===== src/rtl/uart_rx_if.sv =====
// Serial receive bundle: the line into the receiver plus its byte/status outputs.
// The master drives the line and the slave is the receiver.
interface uart_rx_if;
  logic       uart_rx;
  logic [7:0] uart_data_rx;
  logic       uart_valid;
  logic       uart_frame_err;
  logic       uart_busy;

  modport master (
    output uart_rx,
    input  uart_data_rx, uart_valid, uart_frame_err, uart_busy
  );

  modport slave (
    input  uart_rx,
    output uart_data_rx, uart_valid, uart_frame_err, uart_busy
  );
endinterface


===== src/rtl/uart_rx.sv =====
// 8N1 UART receiver, LSB first, with mid-bit sampling.
// Good bytes pulse uart_valid, and frames whose stop bit is low pulse uart_frame_err.
module uart_rx #(
  parameter int CLKS_PER_BIT = 100
) (
  input  logic     sys_clk,
  input  logic     sys_rst,
  uart_rx_if.slave bus
);
  localparam int HALF = CLKS_PER_BIT / 2;
  localparam int CW   = $clog2(CLKS_PER_BIT);
  localparam logic [CW-1:0] HALF_M1 = CW'(HALF - 1);
  localparam logic [CW-1:0] BIT_M1  = CW'(CLKS_PER_BIT - 1);

  localparam logic [1:0] IDLE  = 2'd0;
  localparam logic [1:0] START = 2'd1;
  localparam logic [1:0] DATA  = 2'd2;
  localparam logic [1:0] STOP  = 2'd3;

  logic          rx_meta_q, rx_s_q, rx_d_q;
  logic [1:0]    state_q, state_d;
  logic [CW-1:0] cnt_q, cnt_d;
  logic [2:0]    idx_q, idx_d;
  logic [7:0]    shift_q, shift_d;
  logic [7:0]    data_q, data_d;
  logic          valid_q, valid_d;
  logic          ferr_q, ferr_d;

  always_ff @(posedge sys_clk or posedge sys_rst) begin
    if (sys_rst) begin
      rx_meta_q <= 1'b1;
      rx_s_q    <= 1'b1;
      rx_d_q    <= 1'b1;
      state_q   <= IDLE;
      cnt_q     <= '0;
      idx_q     <= '0;
      shift_q   <= '0;
      data_q    <= '0;
      valid_q   <= 1'b0;
      ferr_q    <= 1'b0;
    end else begin
      rx_meta_q <= bus.uart_rx;
      rx_s_q    <= rx_meta_q;
      rx_d_q    <= rx_s_q;
      state_q   <= state_d;
      cnt_q     <= cnt_d;
      idx_q     <= idx_d;
      shift_q   <= shift_d;
      data_q    <= data_d;
      valid_q   <= valid_d;
      ferr_q    <= ferr_d;
    end
  end

  always_comb begin
    state_d = state_q;
    cnt_d   = cnt_q + 1'b1;
    idx_d   = idx_q;
    shift_d = shift_q;
    data_d  = data_q;
    valid_d = 1'b0;
    ferr_d  = 1'b0;
    case (state_q)
      IDLE: begin
        cnt_d = '0;
        // Only a high-to-low transition starts a frame, so a stuck-low line never retriggers.
        if (rx_d_q && !rx_s_q) state_d = START;
      end
      START: begin
        if (cnt_q == HALF_M1) begin
          cnt_d   = '0;
          idx_d   = '0;
          state_d = rx_s_q ? IDLE : DATA;
        end
      end
      DATA: begin
        if (cnt_q == BIT_M1) begin
          cnt_d   = '0;
          shift_d = {rx_s_q, shift_q[7:1]};
          idx_d   = idx_q + 3'd1;
          if (idx_q == 3'd7) state_d = STOP;
        end
      end
      STOP: begin
        if (cnt_q == BIT_M1) begin
          // Leaving at mid stop bit gives half a bit of slack for back-to-back frames.
          cnt_d   = '0;
          state_d = IDLE;
          if (rx_s_q) begin
            data_d  = shift_q;
            valid_d = 1'b1;
          end else begin
            ferr_d  = 1'b1;
          end
        end
      end
      default: state_d = IDLE;
    endcase
  end

  assign bus.uart_data_rx   = data_q;
  assign bus.uart_valid     = valid_q;
  assign bus.uart_frame_err = ferr_q;
  assign bus.uart_busy      = (state_q != IDLE);
endmodule


===== src/flat_wrapper.sv =====
// flat-port wrapper written by rule: the top's interface ports become plain ports
module uart_rx_flat 
#(
  parameter int CLKS_PER_BIT = 100
)
  (sys_clk, sys_rst, bus_uart_rx, bus_uart_data_rx, bus_uart_valid, bus_uart_frame_err, bus_uart_busy);
  uart_rx_if bus_i ();
  input  logic sys_clk;
  input  logic sys_rst;
  input wire logic [$bits(bus_i.uart_rx)-1:0] bus_uart_rx;
  output wire logic [$bits(bus_i.uart_data_rx)-1:0] bus_uart_data_rx;
  output wire logic [$bits(bus_i.uart_valid)-1:0] bus_uart_valid;
  output wire logic [$bits(bus_i.uart_frame_err)-1:0] bus_uart_frame_err;
  output wire logic [$bits(bus_i.uart_busy)-1:0] bus_uart_busy;
  assign bus_i.uart_rx = bus_uart_rx;
  assign bus_uart_data_rx = bus_i.uart_data_rx;
  assign bus_uart_valid = bus_i.uart_valid;
  assign bus_uart_frame_err = bus_i.uart_frame_err;
  assign bus_uart_busy = bus_i.uart_busy;
  uart_rx #(.CLKS_PER_BIT(CLKS_PER_BIT)) u_core (.sys_clk(sys_clk), .sys_rst(sys_rst), .bus(bus_i));
endmodule

===== config.mk =====
export PLATFORM = sky130hd
export DESIGN_NAME = uart_rx_flat
export DESIGN_NICKNAME = d
export VERILOG_FILES = /design/src/rtl/uart_rx_if.sv /design/src/rtl/uart_rx.sv /design/src/flat_wrapper.sv
export SDC_FILE = /design/constraint.sdc
export NUM_CORES = 1
export LEC_CHECK = 0
export ABC_AREA = 1
export CAP_MARGIN = 5
export CORE_ASPECT_RATIO = 2
export CORE_MARGIN = 4
export CORE_UTILIZATION = 55
export CTS_CLUSTER_DIAMETER = 50
export DETAILED_ROUTE_END_ITERATION = 6
export DONT_BUFFER_PORTS = 1
export PLACE_DENSITY = 0.76
export SLEW_MARGIN = 20
export SYNTH_ARGS = -nofsm -noshare
export SYNTH_HDL_FRONTEND = slang
export SYNTH_SLANG_ARGS = --single-unit

===== constraint.sdc =====
create_clock -name sys_clk -period 3.9 [get_ports sys_clk]
set_input_delay 1.17 -clock sys_clk [delete_from_list [all_inputs] [get_ports sys_clk]]
set_output_delay 1.17 -clock sys_clk [all_outputs]
set_load 0.02 [all_outputs]

==> results.yml <==
yosys:
  synth_common_cells: "nand2_1 (32), dfrtp_1 (30), inv_1 (24), nor2_1 (14), o21ai_0 (9)"
  yosysMostFrequentCell: "nand2_1"
  synth_fp_nets: 169
  netlist_instances: 158
  synthTopCellsByArea: "dfrtp_1 (50%), nand2_1 (8.0%), ha_1 (6.6%)"
  synth.avg_cell_area_um2: 9.56
  synth.cell_area_mm2: 0.00151
  synthFlopType: "dfrtp_1"
  yosys_warnings: 0
  synth_cell_type_count: 25
  synth_area_leader_cell: "dfrtp_1"
  synth_top_area_frac: 0.497
  synthArstFlopShare: 1.00
  synth_edf_count: 0
  seq_area_frac_synth: 0.549
  synth-seq-cells: 33
cells_and_area:
  multi_input_area_um2: 567
  seqCellArea_um2: 830
  fillCellCount: 230
  n_antenna_cell: 0
  final_nets: 176
  area_delta_synth_final_pct: 8.70
  layout-drive-gt1-share: 0.151
  utilization: 0.631
worst_hold_path:
  worstHoldStart: "u_core.rx_meta_q"
  min_path_type: "reg2reg"
sta:
  max_freq_mhz: 419
  finClkSkew_ps: 3.52
  finalHoldViolCount: 0
  max_slew.worst_pin.slew_ps: 903
  slew_viol_final: 0
  rsz0062_at_grt: "false"
  setup_viol_count_final: 0
  period_minus_slack_ps: 2390
  period_share: 0.612
  tns_ps: 0
  slew_headroom: 0.398
  worst_hold_slack_ps: 356
clock_tree:
  clock-root-buffer: "clkbuf_8"
  cts_buffer_depth: 2
  cts_tree: "done"
  postCtsSetupBuffers: 0
  numCtsBuffers: 5
  holdBufCountCts: 0
  worstSkewPairLatency_ps: 280
  htreeDepth: 2
  cts_sinks: 33
  path_clk_slew_ps: 60
  cts_resized: 0
detailed_routing:
  drtIter0Drc: 10
  vias_per_cell: 5.26
  first_pass_iters: 4
  wl_mm: 2.60
  post-route-drc-count: 0
  routedWlPerCell_um: 13.4
  ant_nets: 0
  dr_total_vias: 1020
critical_path:
  start_kind: "register"
  rr_startpoint: "u_core.cnt_q[0]"
  cp.arrival_ps: 1220
  crit_type: "reg2out"
  setup.worst_path.start: "u_core.state_q[0]"
  end_kind: "output port"
  cp.required_ps: 2730
  cp_max_fo: 5
die:
  pin_count: 14
  die_height_um: 82.1
  core_region_area_mm2: 0.00260
  rows: 26
  start_util: 0.580
  die_area_mm2: 0.00370
  chipWidth_um: 45.1
global_routing:
  overflow: 0
  grt_max_degree: 26
  grtUsageTotal: 0.170
  grt_pass1_vias: 1056
  grt_antenna_before_repair: 0
  grt_pass1_wl_mm: 4.54
power:
  p_leak_uw: 0.000809
  ir_drop_mv: 0.420
  p_per_area_mw_per_mm2: 530
outcome:
  status: "finished, final reports clean"
run:
  cap_violations: 0
placed_design:
  portBuffers: 0
  place.detailed.hpwl_mm: 2.03
  gp_congestion: 0.839
==> placed cells by master, fill, tap and decap left out, drive strengths merged <==
cell / n
nand2: 34
dfrtp: 30
inv: 25
nor2: 16
o21ai: 13
ha: 8
clkbuf: 7
nor3: 6
a21oi: 5
nand3: 5
o21a: 4
nand4: 3
dfstp: 3
buf: 2
xnor2: 1
nor3b: 1
xor2: 1
or2: 1
clkinv: 1
==> metal layers <==
metal | wire length (um) | vias up | track usage | share of wire
met3 | 104 | 7 | 0.0412 | 0.040
li1 | - | 509 | - | -
met4 | 67 | 0 | 0.0850 | 0.026
met2 | 1490 | 21 | 0.314 | 0.57
met5 | 0 | - | 0 | 0
met1 | 936 | 483 | 0.167 | 0.36
==> area by class of cell <==
cell class                      instances  share of cell area
Tap cell                               28              0.0213
Timing Repair Buffer                    2             0.00915
Clock inverter                          1             0.00305
Clock buffer                            7              0.0587
Inverter                               25              0.0572
Multi-Input combinational cell         98               0.345
Sequential cell                        33               0.505
==> critical path, stage by stage, from the launching register on <==
cell and delay [ps]:
dfrtp_1 420, inv_1 110, ha_1 220, inv_1 190
==> metrics by stage <==
| step | std cells | power (uW) | area [um2] | setup WS (ps) |
|---|---|---|---|---|
| final | 194 | 870 | 1640 | 1510 |
| after global routing | 194 | 924 | 1640 | 1450 |
| after CTS | 194 | 880 | 1640 | 1500 |
| after detailed placement | 186 | 600 | 1540 | 1810 |
| after global placement | 186 | 584 | 1540 | 1870 |
| after floorplan | 158 | 547 | 1510 | 1900 |
==> power by group <==
part	internal, uW	switching [uW]
registers	368	22.9
clock network	159	119
logic	60.2	140
==> worst paths after layout <==
path | slack, ps | depth (start not counted) | end
setup reg to reg | 2060 | 7 | u_core.bus.uart_data_rx[7]
setup / recovery | 1510 | 3 | bus_uart_busy
min in group asynchronous | 970 | 1 | u_core.bus.uart_data_rx[1]
hold reg to reg | 360 | 0 | u_core.rx_s_q
hold / removal | 360 | 0 | u_core.rx_s_q
max in group asynchronous | 2300 | 2 | asynchronous set/reset pin
==> sequential cells by signal (all words and copies together), names as in the netlist, 3 cells and up, named ones only <==
name and cells:
u_core.idx_q 3, u_core.shift_q 8, u_core.bus.uart_data_rx 8, u_core.cnt_q 7
==> logic make-up (layout without fill, tap and decap cells) <==
kind of cell | count (synthesis) | count (layout) | share of synthesized area
xor+xnor | 2 | 2 | 0.0116
fa+ha+maj | 8 | 8 | 0.0663
simple gates | 66 | 66 | 0.208
compound gates | 22 | 22 | 0.0895
buf+inv | 27 | 35 | 0.0754
flops | 33 | 33 | 0.549
(Power assumes the default switching activity.)
